### config.mk
export PLATFORM = sky130hd
export DESIGN_NAME = viterbi_acs_pmu
export DESIGN_NICKNAME = d
export VERILOG_FILES = /design/src/rtl/viterbi_acs_pmu.sv
export SDC_FILE = /design/constraint.sdc
export NUM_CORES = 1
export LEC_CHECK = 0
export CORE_ASPECT_RATIO = 0.7
export CORE_UTILIZATION = 25
export CTS_BUF_LIST = sky130_fd_sc_hd__clkbuf_8
export DETAILED_ROUTE_END_ITERATION = 10
export GPL_TIMING_DRIVEN = 0
export PLACE_DENSITY = 0.41
export SKIP_CTS_REPAIR_TIMING = 1
export SYNTH_ARGS = -nofsm -noshare
export SYNTH_HDL_FRONTEND = slang
export SYNTH_SLANG_ARGS = --single-unit
export TNS_END_PERCENT = 5
### constraint.sdc
create_clock -name i_clk -period 7.1 [get_ports i_clk]
set_input_delay 1.065 -clock i_clk [delete_from_list [all_inputs] [get_ports i_clk]]
set_output_delay 1.065 -clock i_clk [all_outputs]
set_load 0.03 [all_outputs]
### src/rtl/viterbi_acs_pmu.sv
// Add-compare-select and path metric unit for a hard-decision rate-1/2, K=3 Viterbi decoder.
// Updates four normalised, saturated path metrics and survivor decisions per valid symbol.
module viterbi_acs_pmu #(
  parameter int unsigned PM_W = 2,
  parameter logic [2:0]  G0   = 3'b111,
  parameter logic [2:0]  G1   = 3'b101
) (
  input  logic            i_clk,
  input  logic            i_rst_n,
  input  logic            i_valid,
  input  logic            i_start,
  input  logic [1:0]      i_rx_sym,
  output logic [PM_W-1:0] o_PM_0,
  output logic [PM_W-1:0] o_PM_1,
  output logic [PM_W-1:0] o_PM_2,
  output logic [PM_W-1:0] o_PM_3,
  output logic [3:0]      o_dec,
  output logic            o_valid
);

  // Two guard bits: PM_MAX plus a branch metric of 2 can never overflow.
  localparam int unsigned CW = PM_W + 2;
  localparam logic [PM_W-1:0] PmMax = {PM_W{1'b1}};
  localparam logic [3:0][PM_W-1:0] PmInit = {PmMax, PmMax, PmMax, {PM_W{1'b0}}};

  logic [3:0][PM_W-1:0] pm_q, pm_d;
  logic [3:0]           dec_q, dec_d;
  logic                 valid_q;

  logic [3:0][CW-1:0]   sel;
  logic [CW-1:0]        cand0, cand1, min01, min23, min_all, norm;
  logic [1:0]           nst, p0, p1;

  // Hamming distance between the received symbol and the code bits of branch s --u-->.
  function automatic logic [1:0] bm_f(input logic u, input logic [1:0] s, input logic [1:0] sym);
    logic [2:0] us;
    logic [1:0] diff;
    us   = {u, s};
    diff = sym ^ {^(us & G1), ^(us & G0)};
    return {1'b0, diff[1]} + {1'b0, diff[0]};
  endfunction

  always_comb begin
    sel   = '0;
    dec_d = '0;
    nst   = '0;
    p0    = '0;
    p1    = '0;
    cand0 = '0;
    cand1 = '0;
    for (int n = 0; n < 4; n++) begin
      nst   = 2'(n);
      p0    = {nst[0], 1'b0};
      p1    = {nst[0], 1'b1};
      cand0 = CW'(pm_q[p0]) + CW'(bm_f(nst[1], p0, i_rx_sym));
      cand1 = CW'(pm_q[p1]) + CW'(bm_f(nst[1], p1, i_rx_sym));
      if (cand1 < cand0) begin
        sel[n]   = cand1;
        dec_d[n] = 1'b1;
      end else begin
        sel[n]   = cand0;
        dec_d[n] = 1'b0;
      end
    end
  end

  always_comb begin
    min01   = (sel[1] < sel[0]) ? sel[1] : sel[0];
    min23   = (sel[3] < sel[2]) ? sel[3] : sel[2];
    min_all = (min23 < min01) ? min23 : min01;
    pm_d    = '0;
    norm    = '0;
    for (int n = 0; n < 4; n++) begin
      norm    = sel[n] - min_all;
      pm_d[n] = (norm > CW'(PmMax)) ? PmMax : norm[PM_W-1:0];
    end
  end

  always_ff @(posedge i_clk or negedge i_rst_n) begin
    if (!i_rst_n) begin
      pm_q    <= PmInit;
      dec_q   <= '0;
      valid_q <= 1'b0;
    end else if (i_start) begin
      pm_q    <= PmInit;
      dec_q   <= '0;
      valid_q <= 1'b0;
    end else if (i_valid) begin
      pm_q    <= pm_d;
      dec_q   <= dec_d;
      valid_q <= 1'b1;
    end else begin
      valid_q <= 1'b0;
    end
  end

  assign o_PM_0  = pm_q[0];
  assign o_PM_1  = pm_q[1];
  assign o_PM_2  = pm_q[2];
  assign o_PM_3  = pm_q[3];
  assign o_dec   = dec_q;
  assign o_valid = valid_q;

endmodule

==> Implementation_results.wiki <==
{| class="wikitable"
! Metric !! Value
|-
| CTS tree || built
|-
| Largest fanout on the critical path || 6
|-
| Syn Inst Count || about 250
|-
| Post-Route WL || between 5000 and 6000 µm
|-
| Mean instance size in the synthesized netlist || just under 9 µm²
|-
| Data arrival time of the critical path || a little under 7 ns
|-
| Synth async-reset ratio || between 90% and 100%
|-
| RD Place Congestion || around 0.77
|-
| Number of antenna violations at the first check in global routing || 0
|-
| Post-DR wirelength/cell || around 16 µm
|-
| Most repeated cell in the gate-level netlist after synthesis || ha_1
|-
| Post-DRT Antenna Nets || 0
|-
| Clock network latency to the later pin of the worst-skew pair || approximately 0.25 ns
|-
| CTS buffer count || 3
|-
| Vias in the first global route || roughly 1600
|-
| Post-synthesis cell type with the largest combined area || ha_1
|-
| CTS Root Buffer Type || clkbuf_8
|-
| Area growth from synthesis to final layout || 16.7%
|-
| Top cell by count, worst path || ha_1
|-
| Clock tree skew after final layout || just over 0.007 ns
|-
| Number of antenna repair diodes || 0
|-
| Synthesis-stage register bit count || 13
|-
| Worst Hold Class || reg -> reg
|-
| Share of final-layout standard cells stronger than drive strength 1 || 13.9%
|-
| Final hold violations || 0
|-
| Via density per instance || 4.90
|-
| Floorplan core area || approximately 8000 µm²
|-
| Min Hold Slack || 0.524 ns
|-
| Maximum number of pins on one net before global-route repair || 14
|-
| Die H || between 70 and 80 µm
|-
| Mapped cell area || around 2200 µm²
|-
| Largest stage delay on the critical path || roughly 0.58 ns
|-
| Number of rows in the core area || 27
|-
| Headroom to the max-slew limit || a little under three fifths
|-
| Area share of the largest cell type after synthesis || roughly 30%
|-
| Cells taking the most area after synthesis || ha_1 (30%), dfrtp_1 (8.1%), dfstp_2 (7.3%)
|-
| Reg-to-reg setup timing slack || 1.97 ns
|-
| Layout net count || approximately 330
|-
| Floorplan die width || 113 µm
|-
| Count of cells along the worst register-to-register path || 23
|-
| Starting density of the core || 26.7%
|-
| First-pass iteration count of the detailed router || 4
|-
| Min-Delay Startpoint || o_dec[2]
|-
| Wire length of the first global-routing pass || between 9000 and 10000 µm
|-
| I/O Pins || 19
|-
| Global router's overall resource usage || 13.5%
|-
| Number of DRC violations after detailed routing || 0
|-
| Actual slew at the worst max-slew pin || 0.650 ns
|-
| Largest buffer count on any clock path || 2
|-
| Dominant synthesized flop cell || dfrtp_1
|-
| Net count of the mapped netlist || between 300 and 400
|-
| Req. time, crit path || 7.26 ns
|-
| Status || finished clean
|-
| Netlist cell types || 57
|-
| Final setup vio count || 0
|-
| First-iteration detailed-routing DRC count || about 100
|-
| CP max stage cell || clkdlybuf4s50_1
|-
| Number of buffer cells added on primary ports || 16
|-
| Leading cell types by count after synthesis || ha_1 (52), inv_1 (32), nor2_1 (17), nand2_1 (15), a21oi_1 (12)
|-
| CP endpoint kind || flip-flop
|-
| Source of the worst register-to-register timing path || o_PM_1[1]
|-
| Startpoint kind of the worst setup timing path || primary input
|-
| Clk slew on worst S/H paths || 0.06 ns
|-
| Number of cells on the worst hold path || 2
|-
| Shortest clock period the worst path allows after layout || around 6.7 ns
|-
| Final number of max-transition violations || 0
|-
| Sequential area share after synthesis || between 10% and 20%
|-
| Number of flops mapped to enable cells by yosys || 0
|-
| Detailed placement HPWL || between 4000 and 5000 µm
|-
| Destination of the worst register-to-register timing path || o_PM_1[0]
|-
| Crit share post-route || between 90 and 100%
|-
| Full die area || approximately 9000 µm²
|-
| End of the worst hold path || o_dec[2]
|-
| Maximum operating frequency || 150 MHz
|-
| Worst setup path class || in -> reg
|-
| Htree depth || 1
|-
| Yosys synthesis warning count || 0
|-
| Sinks on the clock net || 13
|-
| Maxcap violations || 0
|-
| Via count || approximately 1800
|-
| Gr ovfl total || 0
|}
cells in the final DEF (no fill, tap or decap), types with 3 or more instances in the layout:
cell and n:
nor3b_1 3, clkdlybuf4s50_1 16, a21oi_1 11, nor2_1 16, ha_1 52, nor2b_1 5, dfrtp_1 7, nor3_1 3
inv_1 33, a21o_1 5, o21ai_0 9, clkbuf_8 3, a211oi_1 3, or2_2 3, nand2_1 15, xor2_1 9
dfstp_2 6, mux2i_1 6, mux2i_2 3
per-stage QoR:
step / setup TNS, ns / instance area, µm² / utilization (%) / std cells / setup WS, ns
after floorplan: 0 / 2160 / - / 246 / 1.42
after global placement: -1.06 / 2450 / 30.2 / 363 / -0.185
after detailed placement: -0.460 / 2450 / 30.2 / 363 / -0.138
after CTS: 0 / 2490 / 30.7 / 367 / 0.107
after global routing: -0.0274 / 2520 / 31.1 / 367 / -0.0274
final: 0 / 2520 / 31.1 / 367 / 0.424
worst max path at each step:
stage,start,endpoint,slack (ns),depth (start not counted)
2_1_floorplan,i_rx_sym[0],o_PM_1[0],1.42,27
3_3_place_gp,i_rx_sym[0],o_PM_1[1],-0.18,27
3_5_place_dp,i_rx_sym[0],o_PM_1[0],-0.14,27
4_1_cts,i_rx_sym[0],o_PM_1[0],0.11,27
5_1_grt,i_rx_sym[0],o_PM_1[0],-0.03,27
6_report,i_rx_sym[0],o_PM_1[0],0.42,27
layer usage:
layer	global-route usage [%]	vias to the layer above	part of all wire, %
li1	-	932	-
met1	21.9	835	59
met2	18.2	30	37
met3	2.66	2	3.9
met4	0.789	0	0.19
met5	0	-	0
final cells by class:
type / instances / area (µm²)
Clock buffer: 3 / 41.3
Fill cell: 867 / 5590
Multi-Input combinational cell: 199 / 1730
Buffer: 2 / 7.51
Timing Repair Buffer: 16 / 160
Tap cell: 101 / 126
Inverter: 32 / 120
Sequential cell: 13 / 333
Clock inverter: 1 / 3.75
cell families (layout without fill, tap and decap cells):
logic type / Yosys count / in the layout / share of synthesized area, %
compound gates: 72 / 72 / 26.9
simple gates: 53 / 53 / 11.5
fa+ha+maj: 53 / 53 / 30.6
flops: 13 / 13 / 15.4
xor+xnor: 11 / 11 / 4.46
mux: 10 / 10 / 5.21
buf+inv: 34 / 54 / 5.91
sequential cells by signal, summed over array words and instances (netlist names):
| register | count |
|---|---|
| o_PM_0 | 2 |
| o_PM_1 | 2 |
| o_PM_2 | 2 |
| o_PM_3 | 2 |
| o_dec | 4 |
| o_valid | 1 |
critical path, delay by kind of cell:
kind,cells,cell delay (ns)
mux,1,0.38
fa+ha+maj,7,1.88
simple gates,6,1.16
compound gates,7,1.26
buf+inv,6,1.09
Power is not shown: default switching activity piles up to over one toggle a cycle in this logic, so the estimate is an artifact.
